## config.mk

```make
export PLATFORM = sky130hd
export DESIGN_NAME = pop_pair_streamer
export DESIGN_NICKNAME = d
export VERILOG_FILES = /design/src/rtl/ga_pkg.sv /design/src/rtl/pop_ram.sv /design/src/rtl/pop_pair_streamer.sv
export SDC_FILE = /design/constraint.sdc
export NUM_CORES = 1
export LEC_CHECK = 0
export ABC_AREA = 1
export CAP_MARGIN = 20
export CORE_MARGIN = 8
export CORE_UTILIZATION = 55
export CTS_CLUSTER_DIAMETER = 100
export DETAILED_ROUTE_END_ITERATION = 6
export GPL_TIMING_DRIVEN = 0
export PLACE_DENSITY = 0.73
export SYNTH_ARGS = -nofsm -noshare
export SYNTH_HDL_FRONTEND = slang
export SYNTH_SLANG_ARGS = --single-unit
```

## constraint.sdc

```tcl
create_clock -name clk -period 4.2 [get_ports clk]
set_input_delay 0.42 -clock clk [delete_from_list [all_inputs] [get_ports clk]]
set_output_delay 0.42 -clock clk [all_outputs]
set_load 0.02 [all_outputs]
```

## src/rtl/ga_pkg.sv

```systemverilog
// ga_pkg: types shared across the GA selection datapath.
//
// Holds the default chromosome type used by pop_pair_streamer, fitness_function
// and get_best, and the state encoding of the population streamer.

package ga_pkg;

    // Default chromosome width. Blocks that take a CHROM_WIDTH parameter
    // should keep it equal to this so chrom_t stays meaningful between them.
    localparam int DEFAULT_CHROM_WIDTH = 8;

    typedef logic [DEFAULT_CHROM_WIDTH-1:0] chrom_t;

    // IDLE   : loading / clearing allowed, waiting for start
    // STREAM : presenting pairs on the valid/ready interface
    // DONE   : single cycle after the final handshake, done pulses here
    typedef enum logic [1:0] {
        IDLE   = 2'd0,
        STREAM = 2'd1,
        DONE   = 2'd2
    } state_t;

endpackage

```

## src/rtl/pop_ram.sv

```systemverilog
// pop_ram: population storage, one write port and two asynchronous read ports.
//
// Ports:
//   clk        - write clock
//   wr_en      - write strobe, stores wr_data at wr_addr on the rising edge
//   wr_addr    - write address
//   wr_data    - chromosome to store
//   rd_addr_a  - address of the first chromosome of a pair
//   rd_data_a  - combinational read of rd_addr_a
//   rd_addr_b  - address of the second chromosome of a pair
//   rd_data_b  - combinational read of rd_addr_b
//
// No reset: contents are meaningless until written and are only ever read
// below the occupancy count kept by the owner.

module pop_ram #(
    parameter int CHROM_WIDTH = 8,
    parameter int POP_SIZE    = 16,
    parameter int ADDR_WIDTH  = $clog2(POP_SIZE)
) (
    input  logic                   clk,
    input  logic                   wr_en,
    input  logic [ADDR_WIDTH-1:0]  wr_addr,
    input  logic [CHROM_WIDTH-1:0] wr_data,
    input  logic [ADDR_WIDTH-1:0]  rd_addr_a,
    output logic [CHROM_WIDTH-1:0] rd_data_a,
    input  logic [ADDR_WIDTH-1:0]  rd_addr_b,
    output logic [CHROM_WIDTH-1:0] rd_data_b
);

    logic [CHROM_WIDTH-1:0] mem [POP_SIZE];

    always_ff @(posedge clk) begin
        if (wr_en) begin
            mem[wr_addr] <= wr_data;
        end
    end

    assign rd_data_a = mem[rd_addr_a];
    assign rd_data_b = mem[rd_addr_b];

endmodule

```

## src/rtl/pop_pair_streamer.sv

```systemverilog
// pop_pair_streamer: population buffer feeding the selection datapath.
//
// Chromosomes are appended one per cycle while idle. On start the stored
// population is streamed as (chrom1, chrom2) pairs over a valid/ready
// handshake. Contents persist afterwards, so another start replays them.
//
// Ports:
//   clk, reset     - clock; asynchronous active-low reset
//   clear          - empty the buffer (idle only)
//   load_valid     - load_data is valid
//   load_data      - chromosome to append
//   load_ready     - buffer accepts data (idle and not full)
//   start          - begin streaming (needs at least one chromosome)
//   busy           - streaming or in the done cycle
//   chrom1/chrom2  - current pair; chrom2 is 0 when enable_second is low
//   enable_second  - chrom2 carries a real chromosome
//   pair_valid     - pair outputs valid
//   pair_ready     - downstream accepts the pair
//   last           - current pair is the final one
//   done           - one-cycle pulse after the final handshake
//   count          - number of chromosomes stored

module pop_pair_streamer
    import ga_pkg::*;
#(
    parameter int CHROM_WIDTH = 8,
    parameter int POP_SIZE    = 16,
    parameter int CNT_WIDTH   = $clog2(POP_SIZE + 1)
) (
    input  logic                   clk,
    input  logic                   reset,
    input  logic                   clear,
    input  logic                   load_valid,
    input  logic [CHROM_WIDTH-1:0] load_data,
    output logic                   load_ready,
    input  logic                   start,
    output logic                   busy,
    output logic [CHROM_WIDTH-1:0] chrom1,
    output logic [CHROM_WIDTH-1:0] chrom2,
    output logic                   enable_second,
    output logic                   pair_valid,
    input  logic                   pair_ready,
    output logic                   last,
    output logic                   done,
    output logic [CNT_WIDTH-1:0]   count
);

    localparam int ADDR_WIDTH = (POP_SIZE > 1) ? $clog2(POP_SIZE) : 1;
    localparam logic [CNT_WIDTH-1:0] POP_MAX = CNT_WIDTH'(POP_SIZE);
    localparam logic [CNT_WIDTH:0]   ONE     = (CNT_WIDTH + 1)'(1);
    localparam logic [CNT_WIDTH:0]   TWO     = (CNT_WIDTH + 1)'(2);

    state_t                 state_q, state_d;
    logic [CNT_WIDTH-1:0]   count_q, count_d;
    logic [CNT_WIDTH-1:0]   rd_ptr_q, rd_ptr_d;
    logic [CHROM_WIDTH-1:0] chrom1_q, chrom1_d;
    logic [CHROM_WIDTH-1:0] chrom2_q, chrom2_d;
    logic                   es_q, es_d;
    logic                   pv_q, pv_d;
    logic                   last_q, last_d;

    logic [CNT_WIDTH-1:0]   pair_idx;
    logic [CNT_WIDTH:0]     pair_idx_ext;
    logic [CNT_WIDTH:0]     count_ext;
    logic                   has_second;
    logic                   is_last;
    logic                   wr_en;
    logic [CHROM_WIDTH-1:0] rd_data_a, rd_data_b;

    // The pair being fetched: pair 0 when launching from IDLE, otherwise the
    // element index held in rd_ptr (always even, points past the shown pair).
    assign pair_idx     = (state_q == IDLE) ? '0 : rd_ptr_q;
    assign pair_idx_ext = {1'b0, pair_idx};
    assign count_ext    = {1'b0, count_q};
    assign has_second   = (pair_idx_ext + ONE) < count_ext;
    assign is_last      = (pair_idx_ext + TWO) >= count_ext;

    pop_ram #(
        .CHROM_WIDTH (CHROM_WIDTH),
        .POP_SIZE    (POP_SIZE),
        .ADDR_WIDTH  (ADDR_WIDTH)
    ) u_ram (
        .clk       (clk),
        .wr_en     (wr_en),
        .wr_addr   (count_q[ADDR_WIDTH-1:0]),
        .wr_data   (load_data),
        .rd_addr_a (pair_idx[ADDR_WIDTH-1:0]),
        .rd_data_a (rd_data_a),
        .rd_addr_b (ADDR_WIDTH'(pair_idx_ext + ONE)),
        .rd_data_b (rd_data_b)
    );

    // State, occupancy, read pointer and the registered pair outputs.
    always_ff @(posedge clk or negedge reset) begin
        if (!reset) begin
            state_q  <= IDLE;
            count_q  <= '0;
            rd_ptr_q <= '0;
            chrom1_q <= '0;
            chrom2_q <= '0;
            es_q     <= 1'b0;
            pv_q     <= 1'b0;
            last_q   <= 1'b0;
        end else begin
            state_q  <= state_d;
            count_q  <= count_d;
            rd_ptr_q <= rd_ptr_d;
            chrom1_q <= chrom1_d;
            chrom2_q <= chrom2_d;
            es_q     <= es_d;
            pv_q     <= pv_d;
            last_q   <= last_d;
        end
    end

    // Next-state and next-output logic. An accepted start takes priority over
    // clear and load in the same cycle; clear takes priority over load.
    always_comb begin
        state_d  = state_q;
        count_d  = count_q;
        rd_ptr_d = rd_ptr_q;
        chrom1_d = chrom1_q;
        chrom2_d = chrom2_q;
        es_d     = es_q;
        pv_d     = pv_q;
        last_d   = last_q;
        wr_en    = 1'b0;

        case (state_q)
            IDLE: begin
                if (start && (count_q != '0)) begin
                    state_d  = STREAM;
                    chrom1_d = rd_data_a;
                    chrom2_d = has_second ? rd_data_b : '0;
                    es_d     = has_second;
                    last_d   = is_last;
                    pv_d     = 1'b1;
                    rd_ptr_d = CNT_WIDTH'(pair_idx_ext + TWO);
                end else if (clear) begin
                    count_d = '0;
                end else if (load_valid && load_ready) begin
                    wr_en   = 1'b1;
                    count_d = CNT_WIDTH'(count_ext + ONE);
                end
            end
            STREAM: begin
                if (pv_q && pair_ready) begin
                    if (last_q) begin
                        state_d  = DONE;
                        chrom1_d = '0;
                        chrom2_d = '0;
                        es_d     = 1'b0;
                        pv_d     = 1'b0;
                        last_d   = 1'b0;
                    end else begin
                        chrom1_d = rd_data_a;
                        chrom2_d = has_second ? rd_data_b : '0;
                        es_d     = has_second;
                        last_d   = is_last;
                        rd_ptr_d = CNT_WIDTH'(pair_idx_ext + TWO);
                    end
                end
            end
            DONE: begin
                state_d = IDLE;
            end
            default: begin
                state_d = IDLE;
            end
        endcase
    end

    assign load_ready    = (state_q == IDLE) && (count_q < POP_MAX);
    assign busy          = (state_q != IDLE);
    assign done          = (state_q == DONE);
    assign chrom1        = chrom1_q;
    assign chrom2        = chrom2_q;
    assign enable_second = es_q;
    assign pair_valid    = pv_q;
    assign last          = last_q;
    assign count         = count_q;

endmodule

```

==> run metrics <==
Finish-stage setup viols 0; leading area contributor after synthesis edfxtp_1; drt initial violations 1,223; Synth Area in Adders 2.064%; I/O pin count 41; final core utilization 64.25%; CTS Root Cell clkbuf_16; Synth Area in XOR/XNOR 0.6339%; Slowest-stage cell, CP a21boi_0; most common cell in the netlist nand2_1; Slew headroom 26.73%; Final GP Congestion 1.020; Final nets 1,074; DR DRC count 0; Final ANT Viol Nets 0; PortBufs 40; Tmin final 3422 ps; synth cell count leaders 334 x nand2_1, 142 x nand3_1, 128 x edfxtp_1; routed vias 7,425; largest family of logic cells by synthesized area simple AND/OR/NAND/NOR gates; Gate Count Post-Synth 986; CTS Hold Buffers Added 0; status finished, final reports clean; Required @ worst endpoint 4520 ps; width of the die 140.2 um; gr ovfl total 0; Wirelength per Cell 22.15 um; CP Launch Type register; drt via density 5.954; Worst Skew 7.585 ps; GRT Total Usage 28.66%; worst-margin pin slew 1095 ps; Final Max Tran Viols 0; largest net degree at the start of global routing 18; GR Layer Usage met2 43.97%; top_reg_cell synth edfxtp_1; GR Util met3 8.257%; Setup CP Type register to register; dpl cell area 9138 sq um; slowest cell delay on critical path 480 ps; Yosys warning total 0; fin worst setup slack 778.0 ps; H-tree depth 4; RSZ-0062 raised after global routing no; Crit Path Max Fanout 10; worst path arrival time 3740 ps; compound-cell area share of the yosys netlist 4.025%; final number of hold-violating endpoints 0; vias in the first global route 7,020; Starting Density 56.03%; post-CTS sizing 0; first-pass GRT wire length 41,670 um; Clk Latency, worst-skew pair 440 ps; GR Layer Usage met1 37.02%; LEAKAGE 4.205 nW; Mapped Area 8487 sq um; total negative setup slack 0 ps; CP Capture Type register; Rows 45; CTS tree built; max_cap viols 0; post-route cell area 9732 sq um; Final Cycle Share 81.48%; Overall Power 3.340 mW; Synth-to-Final Area Change 14.67%; clock net sink count 159; Die Area 19,660 sq um; multiplexer area fraction after synthesis 0%; top-area cell type share of the netlist area 45.29%; WP buf/inv 4; Inserted Diodes 0; filler instances 1,271; DIE HEIGHT 140.2 um; net count after synthesis 1,014; Post CTS Setup Buffer Count 0; synthesized flop and latch total 159; Syn Area/Cell 8.607 sq um; Place WS 873.2 ps; clock-pin slew on the worst setup and hold paths 70 ps; Clock Tree Buf Depth 2; Detailed Route WL 27,620 um; initial antenna violation count 0; drt first pass iters 7; total CTS buffers 17; CP top delay family buffers and inverters; sequential area share after synthesis 54.43%; Worst VDD drop 370.0 uV; Synth cell types 37; ys async rst share 19.50%; worst-path cell chain buf_2 -> nand2_2 -> inv_2 -> buf_2 -> ha_1 -> nand2_2 -> xor2_4 -> ha_1 -> inv_1 -> a21boi_0 -> nor2_4 -> nand3_1 -> nand2_1; Hold Path Class primary input to asynchronous set/reset pin; f_max 292.2 MHz; Core Region 15,150 sq um; power per cell area 343.2 nW/um^2; Post-DP HPWL 19,530 um; busiest layer in global routing met2; share of cells above drive strength 1 8.215%; Post-synth EDFFs 128; simple-gate share of the synthesized area 31.48%; Area contributors post-synth edfxtp_1 45%, nand2_1 15%, dfrtp_1 9.1%
## sequential cells by signal, summed over array words and instances (netlist names)
name           flops
chrom2             8
last               1
enable_second      1
count              5
u_ram.mem        128
chrom1             8
pair_valid         1
state_q            2
rd_ptr_q           5
## logic make-up (layout without fill, tap and decap cells)
family | after synthesis | after routing
buffers and inverters | 143 | 216
AND/OR/NAND/NOR | 606 | 606
flip-flops | 159 | 159
AO/OA/AOI/OAI | 60 | 60
adder cells (fa/ha/maj) | 14 | 14
XOR/XNOR | 4 | 4
## power breakdown
part | leakage (nW) | internal, mW | switching [mW]
clock network | 0.282 | 0.937 | 0.655
logic | 2.38 | 0.0121 | 0.0330
registers | 1.54 | 1.70 | 0
total | 4.21 | 2.65 | 0.688
## worst paths after layout
path	start	endpoint	slack, ps	depth (start not counted)
worst max-delay path	rd_ptr_q[1]	chrom2[0]	780	13
worst max register to register	rd_ptr_q[1]	chrom2[0]	780	13
max in group asynchronous	reset	chrom1[7]	3190	2
min in group clk	chrom2[7]	chrom2[7]	470	2
worst min-delay path	reset	rd_ptr_q[2]	440	1
worst min register to register	chrom2[7]	chrom2[7]	470	2
## final cells by class
class / instances / area, sq um / share of cell area, %
buffer: 50 / 271.5 / 2.790
clock buffer: 19 / 432.9 / 4.448
clock inverter: 13 / 161.4 / 1.659
inverter: 93 / 354.1 / 3.638
multi-input combinational: 684 / 3242 / 33.31
sequential: 159 / 4619 / 47.47
tap: 188 / 235.2 / 2.417
timing repair buffer: 41 / 415.4 / 4.268
## cell usage in the layout, fill, tap and decap left out, types with 5 or more instances in the layout
cell               n
buf_1              7
buf_2             22
buf_6              6
clkbuf_1          14
clkbuf_16         17
clkdlybuf4s50_1   40
dfrtp_1           31
edfxtp_1         128
ha_1              14
inv_1             85
inv_2              7
nand2_1          334
nand2_2            5
nand3_1          142
nand3b_1          25
nand4_1           12
nor2_1            74
nor2_4             5
o211ai_1          10
o21ai_0           26
o21ai_1           14
## through the flow
stage,hold slack (ps),cells
after global placement,464.9,1214
after floorplan,124.4,986
after detailed placement,465.3,1215
final,437.6,1247
after CTS,461.7,1247
after global routing,511.0,1247
## routing by layer
layer / up-vias / routed length, um / share of wire (%)
met5: - / 0 / 0
met3: 88 / 3213 / 12
met4: 0 / 1118 / 4.0
met1: 3435 / 11080 / 40
met2: 518 / 12200 / 44
li1: 3384 / - / -
Power figures use the tool's default switching activity.
==> edit (same flow settings) <==
`POP_SIZE` is set to 16 in 2 places; all go to 32.
--- a/src/rtl/pop_ram.sv
+++ b/src/rtl/pop_ram.sv
@@ -17,3 +17,3 @@
     parameter int CHROM_WIDTH = 8,
-    parameter int POP_SIZE    = 16,
+    parameter int POP_SIZE    = 32,
     parameter int ADDR_WIDTH  = $clog2(POP_SIZE)
--- a/src/rtl/pop_pair_streamer.sv
+++ b/src/rtl/pop_pair_streamer.sv
@@ -26,3 +26,3 @@
     parameter int CHROM_WIDTH = 8,
-    parameter int POP_SIZE    = 16,
+    parameter int POP_SIZE    = 32,
     parameter int CNT_WIDTH   = $clog2(POP_SIZE + 1)
Ports: changed (resized count); port bits go from 41 to 42. No check against the original RTL was run, so the function may have changed too.
==> edit against the unedited design <==
  * Sequential cell count is 130 higher
  * Final area is 77% higher
  * Area after synthesis up 80%
  * Setup slack worse by 0.29 ns
  * Routed wire length increased by 120%
  * Non-clock buffer count rose by 52
  * Largest cell class unchanged
  * Via count is 89% higher
  * Power rose to 3.4 times the old value
==> edit: results (changes against the unedited design) <==
Pre-Repair DR Iteration Count = 6 (-1)
Max rail drop VDD = 0.000393 V (+6.2%)
clk_lat worst skew = 0.58 ns (+0.14 ns)
Critical Path Sink = u_ram.mem[15][5]$_DFFE_PP_
vias = 14.1k (+89%)
H-tree depth = 1 (-3)
Worst path max stage delay = 1.10 ns (+0.62 ns)
largest net degree at the start of global routing = 34 (+16)
syn nets = 1855 (+83%)
Worst EP arrival = 3.90 ns (+0.16 ns)
Crit Path Max Fanout = 8 (-2)
asr flop ratio synth = 0.114 (-0.0808)
Placer Congestion = 1.06 (+4.0%)
DR iter-0 viols = 2204 (+80%)
number of global-route vias before repair = 12.9k (+84%)
Commonest cells post-synth = 630 x nand2_1, 256 x edfxtp_1, 255 x nand3_1
clk_skew = 0.0147 ns (+0.00708 ns)
synth top area cells = edfxtp_1 50%, nand2_1 15%, nand3_1 8.4%
PortBufs = 41 (+2.5%)
P_leak = 7.42 nW (+77%)
RR Startpoint = count[0]$_DFFE_PN0P_
Synth Area in Adders = 0.0131 (-0.00752)
R2R setup slack = 0.49 ns (-0.29 ns)
fraction of layout cells with a size suffix above 1 = 0.0665 (-0.0156)
register area share after synthesis = 0.558 (+0.0135)
number of unique standard cell types used by synthesis = 30 (-19%)
crit-path leading delay family = simple AND/OR/NAND/NOR gates
Slowest cell on crit path = nor2_1
worst-margin pin slew = 1.17 ns (+0.0741 ns)
status = finished, final reports clean
initial antenna violation count = 1 (+1)
max reg flops = 256 (+100%)
# fillers = 2344 (+84%)
clk root buf = clkbuf_16
maximum buffer depth of the clock tree = 3 (+1)
worst reg2reg path depth = 10 (-3)
number of synthesized flops with an enable pin = 256 (+100%)
Hold WS = 0.447 ns (+0.00967 ns)
[edit: final cells by class]
| type | count | area [sq um] | share of cell area |
|---|---|---|---|
| inverters | 163 | 612 | 0.0355 |
| clock buffers | 31 | 754 | 0.0438 |
| well taps | 378 | 473 | 0.0274 |
| multi-input cells | 1273 | 5670 | 0.329 |
| flip-flops and latches | 289 | 8510 | 0.494 |
| plain buffers | 100 | 469 | 0.0272 |
| clock inverters | 25 | 344 | 0.0200 |
| repair buffers | 43 | 408 | 0.0237 |
[edit: through the flow]
step	util	setup WS [ns]	instances	power (mW)	instance area [sq um]
5_1_grt	0.626	0.356	2302	11.7	17200
6_report	0.626	0.493	2302	11.3	17200
3_5_place_dp	0.586	0.710	2245	8.18	16100
2_1_floorplan	-	1.73	1825	6.18	15300
3_3_place_gp	0.586	0.764	2244	8.14	16100
4_1_cts	0.626	0.667	2302	11.1	17200
[edit: metal layers]
layer,vias to the layer above,track usage,wire length [um]
li1,6177,-,-
met1,6589,0.474,23000
met2,1080,0.530,25900
met3,214,0.118,8830
met4,2,0.204,3860
met5,-,0,9
[edit: kinds of logic (layout without fill, tap and decap cells)]
group / after synthesis / count (layout)
buffers and inverters: 263 / 362
AO/OA/AOI/OAI: 126 / 126
AND/OR/NAND/NOR: 1127 / 1127
flip-flops: 289 / 289
adder cells (fa/ha/maj): 16 / 16
XOR/XNOR: 4 / 4
[edit: where the power goes]
group          switching [mW]  total [mW]  leakage [nW]  internal [mW]
logic                    3.61        4.96          4.17           1.35
registers               0.130        3.40          2.72           3.27
clock network            1.20        2.96         0.532           1.76
total                    4.94        11.3          7.42           6.38
[edit: repair_timing]
item,4_1_cts,5_1_grt
hold endpoints to repair,33,0
hold buffers,1,0
endpoints found under the setup margin,0,0
